$ cat config.mk
export PLATFORM = sky130hd
export DESIGN_NAME = nx_host_bridge
export DESIGN_NICKNAME = d
export VERILOG_FILES = /design/src/rtl/nx_pkg.sv /design/src/rtl/nx_fifo.sv /design/src/rtl/nx_host_bridge.sv
export SDC_FILE = /design/constraint.sdc
export NUM_CORES = 1
export LEC_CHECK = 0
export ABC_AREA = 1
export CAP_MARGIN = 15
export CORE_AREA = 8 8 187 189
export DETAILED_ROUTE_END_ITERATION = 7
export DIE_AREA = 0 0 195 197
export PLACE_DENSITY = 0.72
export REMOVE_ABC_BUFFERS = 1
export SETUP_SLACK_MARGIN = 0.2
export SLEW_MARGIN = 20
export SYNTH_ARGS = -nofsm -noshare
export SYNTH_HDL_FRONTEND = slang
export SYNTH_SLANG_ARGS = --single-unit
$ cat constraint.sdc
create_clock -name clk_i -period 13.1 [get_ports clk_i]
set_input_delay 3.93 -clock clk_i [delete_from_list [all_inputs] [get_ports clk_i]]
set_output_delay 3.93 -clock clk_i [all_outputs]
set_load 0.02 [all_outputs]
$ cat src/rtl/nx_pkg.sv
// Shared types and constants for the nx host bridge slice.
package nx_pkg;

    // Run controller state: IDLE waits for a start, RUN gates the mesh active signal.
    typedef enum logic [0:0] {
        RUN_IDLE = 1'b0,
        RUN_RUN  = 1'b1
    } nx_run_state_t;

    // Default geometry shared by the bridge and its buffers.
    localparam int NX_STREAM_WIDTH_DEF  = 32;
    localparam int NX_COUNTER_WIDTH_DEF = 32;
    localparam int NX_FIFO_DEPTH_DEF    = 4;

endpackage : nx_pkg

$ cat src/rtl/nx_fifo.sv
// Synchronous FIFO with registered storage and head-of-queue output.
// DEPTH must be a power of two (>= 2); pointers carry one extra wrap bit
// so that full and empty are distinguished without an occupancy counter.
module nx_fifo #(
    parameter int WIDTH = 32,
    parameter int DEPTH = 4
) (
    input  logic             clk_i,
    input  logic             rst_i,
    input  logic             push_i,
    input  logic [WIDTH-1:0] push_data_i,
    input  logic             pop_i,
    output logic [WIDTH-1:0] pop_data_o,
    output logic             full_o,
    output logic             empty_o
);

    localparam int AW = (DEPTH > 1) ? $clog2(DEPTH) : 1;

    logic [WIDTH-1:0] mem_r [DEPTH];
    logic [AW:0]      wr_ptr_r;
    logic [AW:0]      rd_ptr_r;
    logic             full_s;
    logic             empty_s;
    logic             push_en_s;
    logic             pop_en_s;

    // Same index with differing wrap bits means the writer lapped the reader.
    assign empty_s   = (wr_ptr_r == rd_ptr_r);
    assign full_s    = (wr_ptr_r[AW] != rd_ptr_r[AW]) &&
                       (wr_ptr_r[AW-1:0] == rd_ptr_r[AW-1:0]);
    assign push_en_s = push_i && !full_s;
    assign pop_en_s  = pop_i && !empty_s;

    assign full_o     = full_s;
    assign empty_o    = empty_s;
    assign pop_data_o = mem_r[rd_ptr_r[AW-1:0]];

    // Storage write: a pushed word becomes visible at the head on the next cycle only.
    always_ff @(posedge clk_i or posedge rst_i) begin
        if (rst_i) begin
            for (int i = 0; i < DEPTH; i++) begin
                mem_r[i] <= {WIDTH{1'b0}};
            end
        end else if (push_en_s) begin
            mem_r[wr_ptr_r[AW-1:0]] <= push_data_i;
        end
    end

    // Pointer update; natural binary wrap gives modulo-DEPTH indexing plus the wrap bit.
    always_ff @(posedge clk_i or posedge rst_i) begin
        if (rst_i) begin
            wr_ptr_r <= {(AW+1){1'b0}};
            rd_ptr_r <= {(AW+1){1'b0}};
        end else begin
            if (push_en_s) begin
                wr_ptr_r <= wr_ptr_r + {{AW{1'b0}}, 1'b1};
            end
            if (pop_en_s) begin
                rd_ptr_r <= rd_ptr_r + {{AW{1'b0}}, 1'b1};
            end
        end
    end

endmodule : nx_fifo

$ cat src/rtl/nx_host_bridge.sv
// Host <-> mesh stream bridge with a cycle-budgeted run controller.
// Stream traffic is buffered in two FIFOs and flows regardless of run state.
module nx_host_bridge
    import nx_pkg::*;
#(
    parameter int STREAM_WIDTH  = NX_STREAM_WIDTH_DEF,
    parameter int COUNTER_WIDTH = NX_COUNTER_WIDTH_DEF,
    parameter int FIFO_DEPTH    = NX_FIFO_DEPTH_DEF
) (
    input  logic                     clk_i,
    input  logic                     rst_i,
    // host -> mesh
    input  logic [STREAM_WIDTH-1:0]  host_wr_data_i,
    input  logic                     host_wr_valid_i,
    output logic                     host_wr_ready_o,
    // mesh -> host
    output logic [STREAM_WIDTH-1:0]  host_rd_data_o,
    output logic                     host_rd_valid_o,
    input  logic                     host_rd_ready_i,
    // mesh inbound stream
    output logic [STREAM_WIDTH-1:0]  mesh_in_data_o,
    output logic                     mesh_in_valid_o,
    input  logic                     mesh_in_ready_i,
    // mesh outbound stream
    input  logic [STREAM_WIDTH-1:0]  mesh_out_data_i,
    input  logic                     mesh_out_valid_i,
    output logic                     mesh_out_ready_o,
    // run control
    input  logic                     run_start_i,
    input  logic                     run_stop_i,
    input  logic [COUNTER_WIDTH-1:0] run_cycles_i,
    output logic                     active_o,
    input  logic [COUNTER_WIDTH-1:0] counter_i,
    output logic                     run_busy_o
);

    logic e_full_s;
    logic e_empty_s;
    logic i_full_s;
    logic i_empty_s;

    nx_run_state_t            state_r;
    nx_run_state_t            state_nxt_s;
    logic [COUNTER_WIDTH-1:0] remaining_r;
    logic [COUNTER_WIDTH-1:0] remaining_nxt_s;
    logic [COUNTER_WIDTH-1:0] counter_q_r;
    logic                     counter_moved_s;
    logic                     remaining_zero_s;

    // Egress buffer: host writes, mesh inbound stream drains.
    nx_fifo #(
        .WIDTH (STREAM_WIDTH),
        .DEPTH (FIFO_DEPTH)
    ) u_egress (
        .clk_i       (clk_i),
        .rst_i       (rst_i),
        .push_i      (host_wr_valid_i),
        .push_data_i (host_wr_data_i),
        .pop_i       (mesh_in_ready_i),
        .pop_data_o  (mesh_in_data_o),
        .full_o      (e_full_s),
        .empty_o     (e_empty_s)
    );

    // Ingress buffer: mesh outbound stream fills, host reads drain.
    nx_fifo #(
        .WIDTH (STREAM_WIDTH),
        .DEPTH (FIFO_DEPTH)
    ) u_ingress (
        .clk_i       (clk_i),
        .rst_i       (rst_i),
        .push_i      (mesh_out_valid_i),
        .push_data_i (mesh_out_data_i),
        .pop_i       (host_rd_ready_i),
        .pop_data_o  (host_rd_data_o),
        .full_o      (i_full_s),
        .empty_o     (i_empty_s)
    );

    // Ready reflects only stored occupancy, never the same-cycle pop.
    assign host_wr_ready_o  = !e_full_s;
    assign mesh_out_ready_o = !i_full_s;
    assign mesh_in_valid_o  = !e_empty_s;
    assign host_rd_valid_o  = !i_empty_s;

    assign counter_moved_s  = (counter_i != counter_q_r);
    assign remaining_zero_s = (remaining_r == {COUNTER_WIDTH{1'b0}});

    assign run_busy_o = (state_r == RUN_RUN);
    assign active_o   = (state_r == RUN_RUN) && !remaining_zero_s;

    // Run controller registers; counter sample tracks the mesh counter every cycle.
    always_ff @(posedge clk_i or posedge rst_i) begin
        if (rst_i) begin
            state_r     <= RUN_IDLE;
            remaining_r <= {COUNTER_WIDTH{1'b0}};
            counter_q_r <= {COUNTER_WIDTH{1'b0}};
        end else begin
            state_r     <= state_nxt_s;
            remaining_r <= remaining_nxt_s;
            counter_q_r <= counter_i;
        end
    end

    // Next-state: stop dominates start; RUN spends one unit per observed counter tick.
    always_comb begin
        state_nxt_s     = state_r;
        remaining_nxt_s = remaining_r;
        case (state_r)
            RUN_IDLE: begin
                if (!run_stop_i && run_start_i &&
                    (run_cycles_i != {COUNTER_WIDTH{1'b0}})) begin
                    state_nxt_s     = RUN_RUN;
                    remaining_nxt_s = run_cycles_i;
                end else begin
                    state_nxt_s     = RUN_IDLE;
                    remaining_nxt_s = remaining_r;
                end
            end
            RUN_RUN: begin
                if (run_stop_i) begin
                    state_nxt_s     = RUN_IDLE;
                    remaining_nxt_s = {COUNTER_WIDTH{1'b0}};
                end else if (remaining_zero_s) begin
                    state_nxt_s     = RUN_IDLE;
                    remaining_nxt_s = remaining_r;
                end else if (counter_moved_s) begin
                    state_nxt_s     = RUN_RUN;
                    remaining_nxt_s = remaining_r - {{(COUNTER_WIDTH-1){1'b0}}, 1'b1};
                end else begin
                    state_nxt_s     = RUN_RUN;
                    remaining_nxt_s = remaining_r;
                end
            end
            default: begin
                state_nxt_s     = RUN_IDLE;
                remaining_nxt_s = {COUNTER_WIDTH{1'b0}};
            end
        endcase
    end

endmodule : nx_host_bridge
# After elaboration in Yosys (flattened, before gate mapping)
# Index checks and enable logic that the tools add are counted.
# Widths: inputs -> output; s select.
dict set report word_totals {
  reg_bits 333
  latch_bits 0
  ram_bits 0
  romBits 0
  input_bits 136
  output_inout_bits 70
  word_cells 82
  n_memories 0
}
dict set report op_classes {
  addsub 5
  n_mul 0
  n_div 0
  magnitude_cmp 6
  n_eq_ne 10
  n_shift 0
  n_mux 21
  n_bitwise 5
  n_reduce_logical 20
}
# operator count
set op_table {}
lappend op_table {{$mux 32} 10}
lappend op_table {{$bwmux 128} 2}
lappend op_table {{$bmux 32 s2} 2}
lappend op_table {{$demux 32 s2} 2}
lappend op_table {{$pmux 32 s2} 1}
lappend op_table {{$logic_not 32->1} 1}
lappend op_table {{$ne 32x32->1} 1}
lappend op_table {{$reduce_bool 32->1} 1}
lappend op_table {{$sub 32x1->32 const B} 1}
lappend op_table {{$add 3x1->3 const B} 4}
lappend op_table {{$ge 3x3->1 const B} 4}
lappend op_table {{$not 2->3} 4}
lappend op_table {{$logic_and 1x1->1} 11}
lappend op_table {{$eq 3x3->1} 2}
lappend op_table {{$logic_not 1->1} 6}
lappend op_table {{$lt 3x1->1 const B} 2}
lappend op_table {{$eq 2x2->1} 2}
lappend op_table {{$mux 1} 3}
lappend op_table {{$ne 3x2->1 const B} 1}
lappend op_table {{$ne 3x3->1 const B} 1}
lappend op_table {{$reduce_and 3->1} 1}
lappend op_table {{$ne 1x1->1} 2}
lappend op_table {{$ne 2x2->1 const B} 1}
lappend op_table {{$pmux 1 s2} 1}
lappend op_table {{$not 1->1} 1}

# Depth between registers and ports, before layout
# Gate-level depths: netlist of the first run.
dict set report logic_depth {
  ltp_word 6
  depth_mapped 13
  depth_no_buf 12
}

# Cells and area by module
# Synthesis of the first run repeated with hierarchy kept, for this count alone.
dict set report hier_totals {
  cells_unflattened 2232
  hier_area_um2 17141.4
}
# mod instances cells_per_inst area_each_um2 seq_area_each_um2
set modules_own_cells {}
lappend modules_own_cells {nx_fifo 2 804 6533.8 3353.2}
lappend modules_own_cells {nx_host_bridge 1 624 4073.9 1626.6}

# Worst setup path before layout of the first run
# Ideal clock, no wire load.
dict set report synth_path {
  path_type {reg2out}
  startpoint {register u_ingress.rd_ptr_r[0]}
  endpoint {output host_rd_data_o[15]}
  t_arrival_ns 1.453
  required_ns 9.170
  setup_slack_ns 7.717
  stages_incl_launch_ff 6
  path_buffers 2
  cell_sequence {dfrtp_1 inv_1 clkbuf_1 clkbuf_1 nor2_1 o22ai_1}
}
dict set report synth_via {
  elab_chain_cells 4
}
# element line
set synth_rtl {}
lappend synth_rtl {{from (decl)} nx_fifo.sv:22} ;# logic [AW:0] rd_ptr_r;
lappend synth_rtl {{from (signal assigned)} nx_fifo.sv:54} ;# rd_ptr_r <= {(AW+1){1'b0}};
lappend synth_rtl {{from (signal assigned)} nx_fifo.sv:60} ;# rd_ptr_r <= rd_ptr_r + {{AW{1'b0}}, 1'b1};
lappend synth_rtl {{$not 2->3 (implied by the code)} nx_fifo.sv:37} ;# assign pop_data_o = mem_r[rd_ptr_r[AW-1:0]];
lappend synth_rtl {{$bmux 32 s2} nx_fifo.sv:37}
lappend synth_rtl {{$mux 32 (implied by the code) (2 in a row)} nx_fifo.sv:37}
lappend synth_rtl {{to (decl)} nx_host_bridge.sv:17} ;# output logic [STREAM_WIDTH-1:0] host_rd_data_o,
# No other way between the ends. The select of a mux whose other input is x is not followed.

# Final worst setup path of the first run
dict set report layout_path {
  startpoint {register u_ingress.rd_ptr_r[0]}
  endpoint {output host_rd_data_o[25]}
}
# Same word-level chain as after synthesis.

==> impl_metrics.sql, run 1 <==
INSERT INTO impl_metrics (metric_group, metric, value, unit) VALUES
('synth', 'syn-cell-area', '15800', 'sq um'),
('grt', 'global_route_wire_length_before_repair', '68.8', 'mm'),
('layout', 'layout.cells.most_common_list', 'nand2_1, o21ai_0, dfrtp_1', ''),
('layout', 'number_of_standard_cells_in_the_final_layout_excluding_fillers', '2554', ''),
('clocking', 'cts.repair.resized', '0', ''),
('synth', 'yosys.area.top_type_share', '52.8', '%'),
('placed_design', 'detailedPlace.worstSlack', '6.27', 'ns'),
('placed_design', 'placement.cell_area', '17900', 'sq um'),
('synth', 'ys.warnings.count', '0', ''),
('clocking', 'clock_sink_count', '333', ''),
('worst_setup_path', 'crit_path_max_fanout', '67', ''),
('grt', 'vias_in_the_first_global_route', '13387', ''),
('placed_design', 'placed_cell_count', '2487', ''),
('clocking', 'numCtsBuffers', '38', ''),
('layout', 'n_fill_cell', '2854', ''),
('layout', 'multiInputGateArea', '6330', 'sq um'),
('floorplanning', 'core_area', '32000', 'sq um'),
('timing', 'slew_violations', '0', ''),
('routing', 'via_per_inst', '5.35', ''),
('floorplanning', 'die_x', '195', 'microns'),
('synth', 'synthesis.instances', '1969', ''),
('floorplanning', 'die_y', '197', 'microns'),
('timing', 'final_hold_viol_count', '0', ''),
('worst_setup_path', 'critical_path_required', '9.17', 'ns'),
('layout', 'post_route_cell_area', '19200', 'sq um'),
('timing', 'slew_headroom', '29.4', '%'),
('power_and_ir_drop', 'p_leak', '0.00912', 'uW'),
('timing', 'finalWorstSetupSlack', '5.99', 'ns'),
('flow_run', 'max_cap_viol_count', '0', ''),
('routing', 'drt_drc_violations_left', '0', ''),
('routing', 'wirelength', '41.6', 'mm'),
('layout', 'design.final.nets', '2266', ''),
('clocking', 'ctsRootBufferMaster', 'clkbuf_16', ''),
('power_and_ir_drop', 'power.density_cell_area', '252', 'nW/um^2'),
('placed_design', 'place.gp.congestion', '0.884', ''),
('status', 'outcome', 'completed', ''),
('synth', 'synth-async-reset-ratio', '100', '%'),
('clocking', 'worstSkewPairLatency', '0.52', 'ns'),
('timing', 'grt_setup_unrepaired', 'no', ''),
('layout', 'final-seq-area', '8340', 'sq um'),
('clocking', 'htree_num_levels', '2', ''),
('timing', 'setup_violations_final', '0', ''),
('floorplanning', 'floorplan.initialDensity', '49.2', '%'),
('synth', 'syn_avg_cell_area', '8.01', 'sq um'),
('grt', 'largest_net_degree_at_the_start_of_global_routing', '178', ''),
('synth', 'ys_top_cells_by_area', 'dfrtp_1, nand2_1, o21ai_0', ''),
('layout', 'layout-drive-gt1-share', '4.71', '%'),
('timing', 'fin_crit_sh', '54.3', '%'),
('clocking', 'tritoncts', 'done', ''),
('synth', 'ys_seq_elements', '333', ''),
('worst_setup_path', 'worstSetupPathType', 'flip-flop to output pin', ''),
('clocking', 'ctsLongestPathBuffers', '3', ''),
('synth', 'synth_cell_types', '32', ''),
('power_and_ir_drop', 'vdd_ir_drop_max', '0.142', 'mV'),
('timing', 'worst_slew_pin_tran', '1.05', 'ns'),
('floorplanning', 'floorplan.die_area', '38400', 'sq um'),
('grt', 'globalRouteTotalUtil', '21.5', '%'),
('routing', 'drt_first_pass_iters', '5', ''),
('worst_setup_path', 'worst-endpoint-arrival', '3.18', 'ns'),
('synth', 'share_of_synthesized_area_occupied_by_flip_flops_and_latches', '52.8', '%'),
('clocking', 'postCtsHoldBufs', '0', ''),
('floorplanning', 'placementRows', '66', ''),
('grt', 'antenna_found_initial', '1', ''),
('routing', 'dr_total_vias', '13668', ''),
('timing', 'fmax', '141', 'MHz'),
('clocking', 'post_cts.repair.setup_buffers', '0', ''),
('timing', 'layout_min_cycle_time', '7.11', 'ns'),
('clocking', 'worst_setup_hold_path_clk_slew', '0.06', 'ns'),
('routing', 'wl_per_cell', '16.3', 'microns'),
('layout', 'antenna_cells', '0', ''),
('floorplanning', 'boundaryPins', '206', '');
-- final timing paths --
check / from / end / slack, ns / depth (start not counted)
min in group asynchronous: rst_i / remaining_r[0] / 3.88 / 2
hold / removal: u_ingress.mem_r[92] / u_ingress.mem_r[92] / 0.48 / 2
setup reg to reg: u_ingress.rd_ptr_r[0] / u_ingress.mem_r[20] / 9.77 / 10
setup / recovery: u_ingress.rd_ptr_r[0] / host_rd_data_o[25] / 5.99 / 5
hold reg to reg: u_ingress.mem_r[92] / u_ingress.mem_r[92] / 0.48 / 2
max in group asynchronous: rst_i / u_ingress.rd_ptr_r[0] / 6.93 / 4
-- through the flow --
| stage | utilization [%] | power (uW) | hold slack [ns] |
|---|---|---|---|
| 2_1_floorplan | - | 2900 | 0.442 |
| 3_3_place_gp | 55.8 | 3700 | 0.458 |
| 3_5_place_dp | 55.8 | 3750 | 0.468 |
| 4_1_cts | 59.9 | 4870 | 0.482 |
| 5_1_grt | 59.9 | 5190 | 0.497 |
| 6_report | 59.9 | 4830 | 0.477 |
-- cells by family (layout without fill, tap and decap cells) --
kind of cell / after synthesis / after routing / synth area share, %
and+or+nand+nor: 855 / 855 / 21.7
AOI/OAI and AO/OA: 494 / 494 / 16.4
DFF: 333 / 333 / 52.8
buffers and inverters: 254 / 431 / 6.98
xor gates and xnor gates: 22 / 22 / 1.22
adders and majority gates: 11 / 11 / 0.873
-- synth_stat cells, types with 10 or more instances --
cell / n
a21oi_1: 10
buf_2: 27
buf_6: 14
clkbuf_1: 59
dfrtp_1: 333
ha_1: 11
inv_1: 142
nand2_1: 528
nand3_1: 68
nor2_1: 230
o21ai_0: 338
o21ai_1: 71
o22ai_1: 69
xnor2_1: 16
-- routing by layer --
metal  up-vias  part of all wire, %  global-route usage, %
met5         -                0.031                      0
met4         2                  1.5                   5.42
met3        51                  5.6                   4.21
met2       374                   47                   35.3
met1      6555                   46                   29.0
li1       6686                    -                      -
-- where the power goes --
part	total, uW	internal [uW]	switching, uW
Combinational	2040	804	1240
Sequential	1700	1440	261
Clock	1090	667	421
-- area by class of cell --
cell class / instances / area share (%)
clock buffers: 53 / 5.73
inverters: 149 / 2.98
clock inverters: 14 / 0.998
flip-flops and latches: 333 / 43.5
repair buffers: 215 / 11.2
multi-input cells: 1382 / 33.0
well taps: 408 / 2.66
-- critical path: stages, from the launching register on --
cell	delay [ns]
dfrtp_4	0.74
inv_1	0.12
buf_4	0.56
o21ai_0	0.16
o22ai_1	0.35
clkdlybuf4s50_1	0.69
-- sequential cells by signal, indices dropped and copies added, names as in the netlist, 3 cells and up --
signal and cells:
u_egress.mem_r 128, counter_q_r 32, u_ingress.wr_ptr_r 3, u_egress.rd_ptr_r 3, u_ingress.mem_r 128, remaining_r 32, u_egress.wr_ptr_r 3, u_ingress.rd_ptr_r 3
Note: power is estimated with default switching activity, not from simulation.
==> inputs of run 2 (changes only) <==
Settings changed: PLACE_DENSITY 0.72 to 0.69.
Clock period 13.1 ns to 7.2 ns, I/O delays scaled along.
==> run 2 against run 1 <==
Sequential power up 81%; cell area down 0.15%; die area unchanged; critical path depth unchanged; sequential cell count unchanged; utilization down 0.090 points; worst hold slack worse by 0.0061 ns; worst setup slack worse by 4.2 ns; global-route usage up 0.31 points; via count down 0.42%; first-iteration DRC count down 13%; power up 81%.
==> impl_metrics.sql, run 2 (synthesized netlist as in run 1, its figures left out) <==
INSERT INTO impl_metrics (metric_group, metric, value, unit) VALUES
('layout', 'layout-drive-gt1-share', '4.52', '%'),
('timing', 'clock-skew-final', '0.0105', 'ns'),
('worst_hold_path', 'hp-class', 'flip-flop to flip-flop', ''),
('routing', 'drt_first_pass_iters', '6', ''),
('floorplanning', 'floorplan.die_area', '38400', 'sq um'),
('grt', 'grt_remaining_overflow', '0', ''),
('routing', 'route.antenna.remaining_nets', '0', ''),
('layout', 'multiInputGateArea', '6330', 'sq um'),
('flow_run', 'max_cap_viol_count', '0', ''),
('floorplanning', 'die_y', '197', 'microns'),
('worst_setup_path', 'critical_path.startpoint_type', 'flip-flop', ''),
('placed_design', 'hpwl_reported_at_the_end_of_detailed_placement', '26.9', 'mm'),
('timing', 'fin_crit_sh', '75.6', '%'),
('timing', 'slew_violations', '0', ''),
('timing', 'grt_setup_unrepaired', 'no', ''),
('routing', 'via_per_inst', '5.33', ''),
('floorplanning', 'placementRows', '66', ''),
('worst_setup_path', 'critical_path_required', '5.04', 'ns'),
('timing', 'layout_min_cycle_time', '5.45', 'ns'),
('floorplanning', 'die_x', '195', 'microns'),
('routing', 'drtIter0Drc', '948', ''),
('floorplanning', 'core_area', '32000', 'sq um'),
('layout', 'layout_top_registers', 'u_egress.mem_r x128, u_ingress.mem_r x128', ''),
('layout', 'layout.cells.most_common_list', 'nand2_1, o21ai_0, dfrtp_1', ''),
('grt', 'largest_net_degree_at_the_start_of_global_routing', '137', ''),
('routing', 'wl_per_cell', '16.4', 'microns'),
('status', 'outcome', 'completed', ''),
('layout', 'n_fill_cell', '2923', ''),
('layout', 'area_growth_syn_to_layout', '21.5', '%'),
('clocking', 'numCtsBuffers', '37', ''),
('timing', 'worst_slew_pin_tran', '1.10', 'ns'),
('clocking', 'worst_setup_hold_path_clk_slew', '0.06', 'ns'),
('power_and_ir_drop', 'power.total', '8730', 'uW'),
('clocking', 'ctsRootBufferMaster', 'clkbuf_16', ''),
('placed_design', 'port-buffer-count', '205', ''),
('layout', 'design.final.nets', '2267', ''),
('timing', 'slew_headroom', '26.5', '%'),
('timing', 'final_hold_viol_count', '0', ''),
('clocking', 'worstSkewPairLatency', '0.52', 'ns'),
('routing', 'wirelength', '42.0', 'mm'),
('floorplanning', 'floorplan.initialDensity', '49.2', '%'),
('clocking', 'cts.repair.resized', '0', ''),
('floorplanning', 'boundaryPins', '206', ''),
('grt', 'vias_in_the_first_global_route', '13591', ''),
('clocking', 'post_cts.repair.setup_buffers', '0', ''),
('layout', 'final-seq-area', '8340', 'sq um'),
('timing', 'holdWs', '0.471', 'ns'),
('routing', 'drt_drc_violations_left', '0', ''),
('power_and_ir_drop', 'p_leak', '0.00911', 'uW'),
('grt', 'globalRouteTotalUtil', '21.8', '%'),
('layout', 'number_of_standard_cells_in_the_final_layout_excluding_fillers', '2555', ''),
('clocking', 'clock_sink_count', '333', ''),
('power_and_ir_drop', 'power.density_cell_area', '456', 'nW/um^2'),
('timing', 'setup_violations_final', '0', ''),
('placed_design', 'placed_cell_count', '2489', ''),
('layout', 'mostFrequentLayoutCell', 'nand2_1', ''),
('worst_setup_path', 'worst-endpoint-arrival', '3.29', 'ns'),
('timing', 'fmax', '184', 'MHz'),
('clocking', 'ctsLongestPathBuffers', '3', ''),
('worst_setup_path', 'end_kind', 'output pin', ''),
('worst_setup_path', 'worstSetupPathType', 'flip-flop to output pin', ''),
('clocking', 'htree_num_levels', '2', ''),
('routing', 'dr_total_vias', '13610', ''),
('power_and_ir_drop', 'vdd_ir_drop_max', '0.315', 'mV'),
('grt', 'global_route_wire_length_before_repair', '69.9', 'mm'),
('clocking', 'tritoncts', 'done', ''),
('grt', 'antenna_found_initial', '3', ''),
('clocking', 'postCtsHoldBufs', '0', ''),
('placed_design', 'place.gp.congestion', '0.865', ''),
('worst_setup_path', 'crit_path_max_fanout', '58', '');
## run 2: cell types whose count changed in the layout (fill, tap and decap cells not counted), sizes merged
cell	before	now
buf	10	12
diode	0	1
clkinvlp	1	0
clkbuf	53	57
bufinv	4	3
clkinv	10	6
## run 2: report_power, final
part	leakage [uW]	internal (uW)	total (uW)	switching, uW
Combinational	0.00436	1470	3730	2270
Clock	0.000609	1170	1910	747
Sequential	0.00414	2620	3080	462
## run 2: metrics by stage
step	TNS, ns	utilization, %	setup slack (ns)	cell area, sq um
5_1_grt	0	59.8	1.61	19200
3_3_place_gp	0	55.9	2.33	17900
6_report	0	59.8	1.75	19200
4_1_cts	0	59.8	1.74	19200
2_1_floorplan	-1393.55	-	-4.18	15200
3_5_place_dp	0	55.9	2.32	17900
## run 2: cell type report
class	count	area share [%]
diodes	1	0.0131
clock buffers	57	5.75
clock inverters	8	0.751
inverters	149	2.99
multi-input cells	1382	33.1
flip-flops and latches	333	43.5
well taps	408	2.67
repair buffers	217	11.2
## run 2: per-layer routing
| metal | global-route usage [%] | up-vias | share of wire (%) |
|---|---|---|---|
| met3 | 4.37 | 75 | 5.9 |
| met2 | 36.2 | 361 | 46 |
| li1 | - | 6680 | - |
| met1 | 28.6 | 6490 | 45 |
| met5 | 0 | - | 0.067 |
| met4 | 6.49 | 4 | 2.4 |
## run 2: final timing paths
path                                        from                   to  slack, ns  depth (start not counted)
max                        u_ingress.rd_ptr_r[0]   host_rd_data_o[16]       1.75                          5
min                               remaining_r[1]       remaining_r[1]       0.47                          2
max in group asynchronous                  rst_i  u_ingress.mem_r[50]       3.87                          3
max reg2reg                u_ingress.rd_ptr_r[0]  u_ingress.mem_r[14]       3.75                         11
min in group asynchronous                  rst_i      counter_q_r[11]       2.12                          2
min reg2reg                       remaining_r[1]       remaining_r[1]       0.47                          2
## run 2: critical path: stages, from the launching register on
cell	delay, ns
dfrtp_2	0.65
inv_1	0.34
buf_4	0.58
o21ai_0	0.19
o22ai_1	0.31
clkdlybuf4s50_1	0.68
==> inputs of run 3 (changes only) <==
Settings changed: PLACE_DENSITY 0.69 to 0.72.
Clock period 7.2 ns to 5 ns, I/O delays scaled along.
==> run 3 against run 2 <==
Global-route usage grew 0.17 points; sequential power grew 43%; critical path type unchanged; first-iteration DRC count grew 20%; wire length grew 0.89%; highest routed layer is now met4; clock skew grew 0.0027 ns; utilization grew 0.45 points; clock-buffer cell count shrank 4; critical path depth is the same; sequential share of layout area shrank 0.33 points.
==> impl_metrics.sql, run 3 (synthesized netlist as in run 1, its figures left out) <==
INSERT INTO impl_metrics (metric_group, metric, value, unit) VALUES
('floorplanning', 'floorplan.initialDensity', '49.2', '%'),
('timing', 'layout_min_cycle_time', '4.35', 'ns'),
('layout', 'number_of_standard_cells_in_the_final_layout_excluding_fillers', '2563', ''),
('placed_design', 'placed_cell_count', '2498', ''),
('layout', 'area_growth_syn_to_layout', '22.4', '%'),
('clocking', 'worstSkewPairLatency', '0.51', 'ns'),
('placed_design', 'place.gp.congestion', '0.894', ''),
('grt', 'antenna_found_initial', '0', ''),
('status', 'outcome', 'completed', ''),
('clocking', 'clock_sink_count', '333', ''),
('layout', 'design.final.nets', '2276', ''),
('clocking', 'ctsRootBufferMaster', 'clkbuf_16', ''),
('worst_setup_path', 'worstSetupPathType', 'flip-flop to output pin', ''),
('grt', 'largest_net_degree_at_the_start_of_global_routing', '99', ''),
('routing', 'drt_first_pass_iters', '5', ''),
('clocking', 'ctsLongestPathBuffers', '3', ''),
('worst_setup_path', 'crit_path_max_fanout', '37', ''),
('floorplanning', 'placementRows', '66', ''),
('layout', 'final-seq-area', '8340', 'sq um'),
('power_and_ir_drop', 'sequentialPowerShare', '34.7', '%'),
('routing', 'drt_drc_violations_left', '0', ''),
('timing', 'fmax', '230', 'MHz'),
('timing', 'grt_setup_unrepaired', 'no', ''),
('floorplanning', 'die_x', '195', 'microns'),
('timing', 'slew_violations', '0', ''),
('power_and_ir_drop', 'vdd_ir_drop_max', '0.488', 'mV'),
('power_and_ir_drop', 'internal_power', '7650', 'uW'),
('power_and_ir_drop', 'p_leak', '0.00920', 'uW'),
('timing', 'slew_headroom', '40.8', '%'),
('timing', 'fin_crit_sh', '87.1', '%'),
('worst_setup_path', 'end_kind', 'output pin', ''),
('power_and_ir_drop', 'net-switching-power', '5050', 'uW'),
('layout', 'layout_top_registers', 'u_egress.mem_r x128, u_ingress.mem_r x128', ''),
('clocking', 'post_cts.repair.setup_buffers', '0', ''),
('clocking', 'numCtsBuffers', '37', ''),
('timing', 'holdWs', '0.481', 'ns'),
('power_and_ir_drop', 'comb_power_share', '43.3', '%'),
('layout', 'n_fill_cell', '2836', ''),
('layout', 'antenna_cells', '0', ''),
('power_and_ir_drop', 'power.density_cell_area', '658', 'nW/um^2'),
('clocking', 'worst_setup_hold_path_clk_slew', '0.06', 'ns'),
('grt', 'vias_in_the_first_global_route', '13813', ''),
('power_and_ir_drop', 'clock_power_share', '22.0', '%'),
('timing', 'worst_slew_pin_tran', '0.885', 'ns'),
('floorplanning', 'floorplan.die_area', '38400', 'sq um'),
('grt', 'global_route_wire_length_before_repair', '70.9', 'mm'),
('placed_design', 'hpwl_reported_at_the_end_of_detailed_placement', '27.6', 'mm'),
('clocking', 'postCtsHoldBufs', '0', ''),
('timing', 'setup_violations_final', '0', ''),
('floorplanning', 'core_area', '32000', 'sq um'),
('worst_setup_path', 'worst-endpoint-arrival', '2.85', 'ns'),
('routing', 'dr_total_vias', '13811', ''),
('timing', 'final_hold_viol_count', '0', ''),
('grt', 'globalRouteTotalUtil', '22.0', '%'),
('routing', 'wl_per_cell', '16.5', 'microns'),
('layout', 'mostFrequentLayoutCell', 'nand2_1', ''),
('clocking', 'tritoncts', 'done', ''),
('worst_setup_path', 'critical_path_required', '3.50', 'ns'),
('layout', 'multiInputGateArea', '6330', 'sq um'),
('placed_design', 'port-buffer-count', '205', ''),
('routing', 'route.antenna.remaining_nets', '0', ''),
('floorplanning', 'boundaryPins', '206', ''),
('clocking', 'cts.repair.resized', '0', ''),
('power_and_ir_drop', 'power_switching_share', '39.8', '%'),
('grt', 'grt_remaining_overflow', '0', ''),
('layout', 'layout-drive-gt1-share', '5.24', '%'),
('clocking', 'htree_num_levels', '2', ''),
('worst_setup_path', 'critical_path.startpoint_type', 'flip-flop', ''),
('floorplanning', 'die_y', '197', 'microns'),
('worst_hold_path', 'hp-class', 'flip-flop to flip-flop', ''),
('timing', 'clock-skew-final', '0.0132', 'ns'),
('routing', 'via_per_inst', '5.39', ''),
('flow_run', 'max_cap_viol_count', '0', ''),
('layout', 'layout.cells.most_common_list', 'nand2_1, o21ai_0, dfrtp_1', ''),
('routing', 'drtIter0Drc', '1141', ''),
('routing', 'wirelength', '42.4', 'mm');
-- run 3: changes by cell type in the layout (fill, tap and decap cells not counted), sizes merged --
cell / previous run / this run
buf: 12 / 21
inv: 148 / 147
clkbuf: 57 / 53
clkinv: 6 / 11
diode: 1 / 0
-- run 3: stage by stage --
step / setup WS, ns / util (%) / TNS, ns / power [uW] / cell area (sq um)
after CTS: 0.640 / 60.2 / 0 / 12800 / 19300
after detailed placement: 1.11 / 56.3 / 0 / 9920 / 18000
after global routing: 0.414 / 60.2 / 0 / 13600 / 19300
after floorplan: -5.72 / - / -1906.37 / 7600 / 15200
after global placement: 1.16 / 56.3 / 0 / 9770 / 18000
final: 0.645 / 60.2 / 0 / 12700 / 19300
-- run 3: worst paths after layout --
kind,start,endpoint,slack (ns),depth (start not counted)
worst max-delay path,u_egress.rd_ptr_r[0],mesh_in_data_o[31],0.65,5
worst min-delay path,u_egress.mem_r[78],u_egress.mem_r[78],0.48,2
worst max register to register,u_egress.rd_ptr_r[0],u_egress.mem_r[30],2.13,10
worst min register to register,u_egress.mem_r[78],u_egress.mem_r[78],0.48,2
max in group asynchronous,rst_i,u_ingress.mem_r[21],2.53,3
min in group asynchronous,rst_i,u_egress.mem_r[1],1.54,2
-- run 3: layout make-up --
class | count | area share [%]
sequential | 333 | 43.2
clock inverter | 12 | 0.759
multi-input combinational | 1382 | 32.8
inverter | 149 | 2.96
clock buffer | 53 | 5.79
timing repair buffer | 226 | 11.8
tap | 408 | 2.65
-- run 3: power groups by stage --
stage	logic, uW	registers [uW]	clock network [uW]
2_1_floorplan	3230	4370	0
3_3_place_gp	5380	4400	0
3_5_place_dp	5510	4410	0
4_1_cts	5540	4390	2840
5_1_grt	6120	4530	2960
6_report	5490	4410	2800
-- run 3: routing by layer --
metal  part of all wire [%]  up-vias  GRT usage [%]
li1                       -     6696              -
met4                    1.9        0           5.53
met5                      0        -              0
met2                     47      430           35.8
met1                     45     6625           30.1
met3                    6.0       60           3.94
-- run 3: worst max-delay path, cell delays in order (launching register included) --
cell             delay [ns]
dfrtp_2                0.36
clkinv_1               0.64
buf_12                 0.45
o21ai_0                0.19
o22ai_1                0.12
clkdlybuf4s50_1        0.56
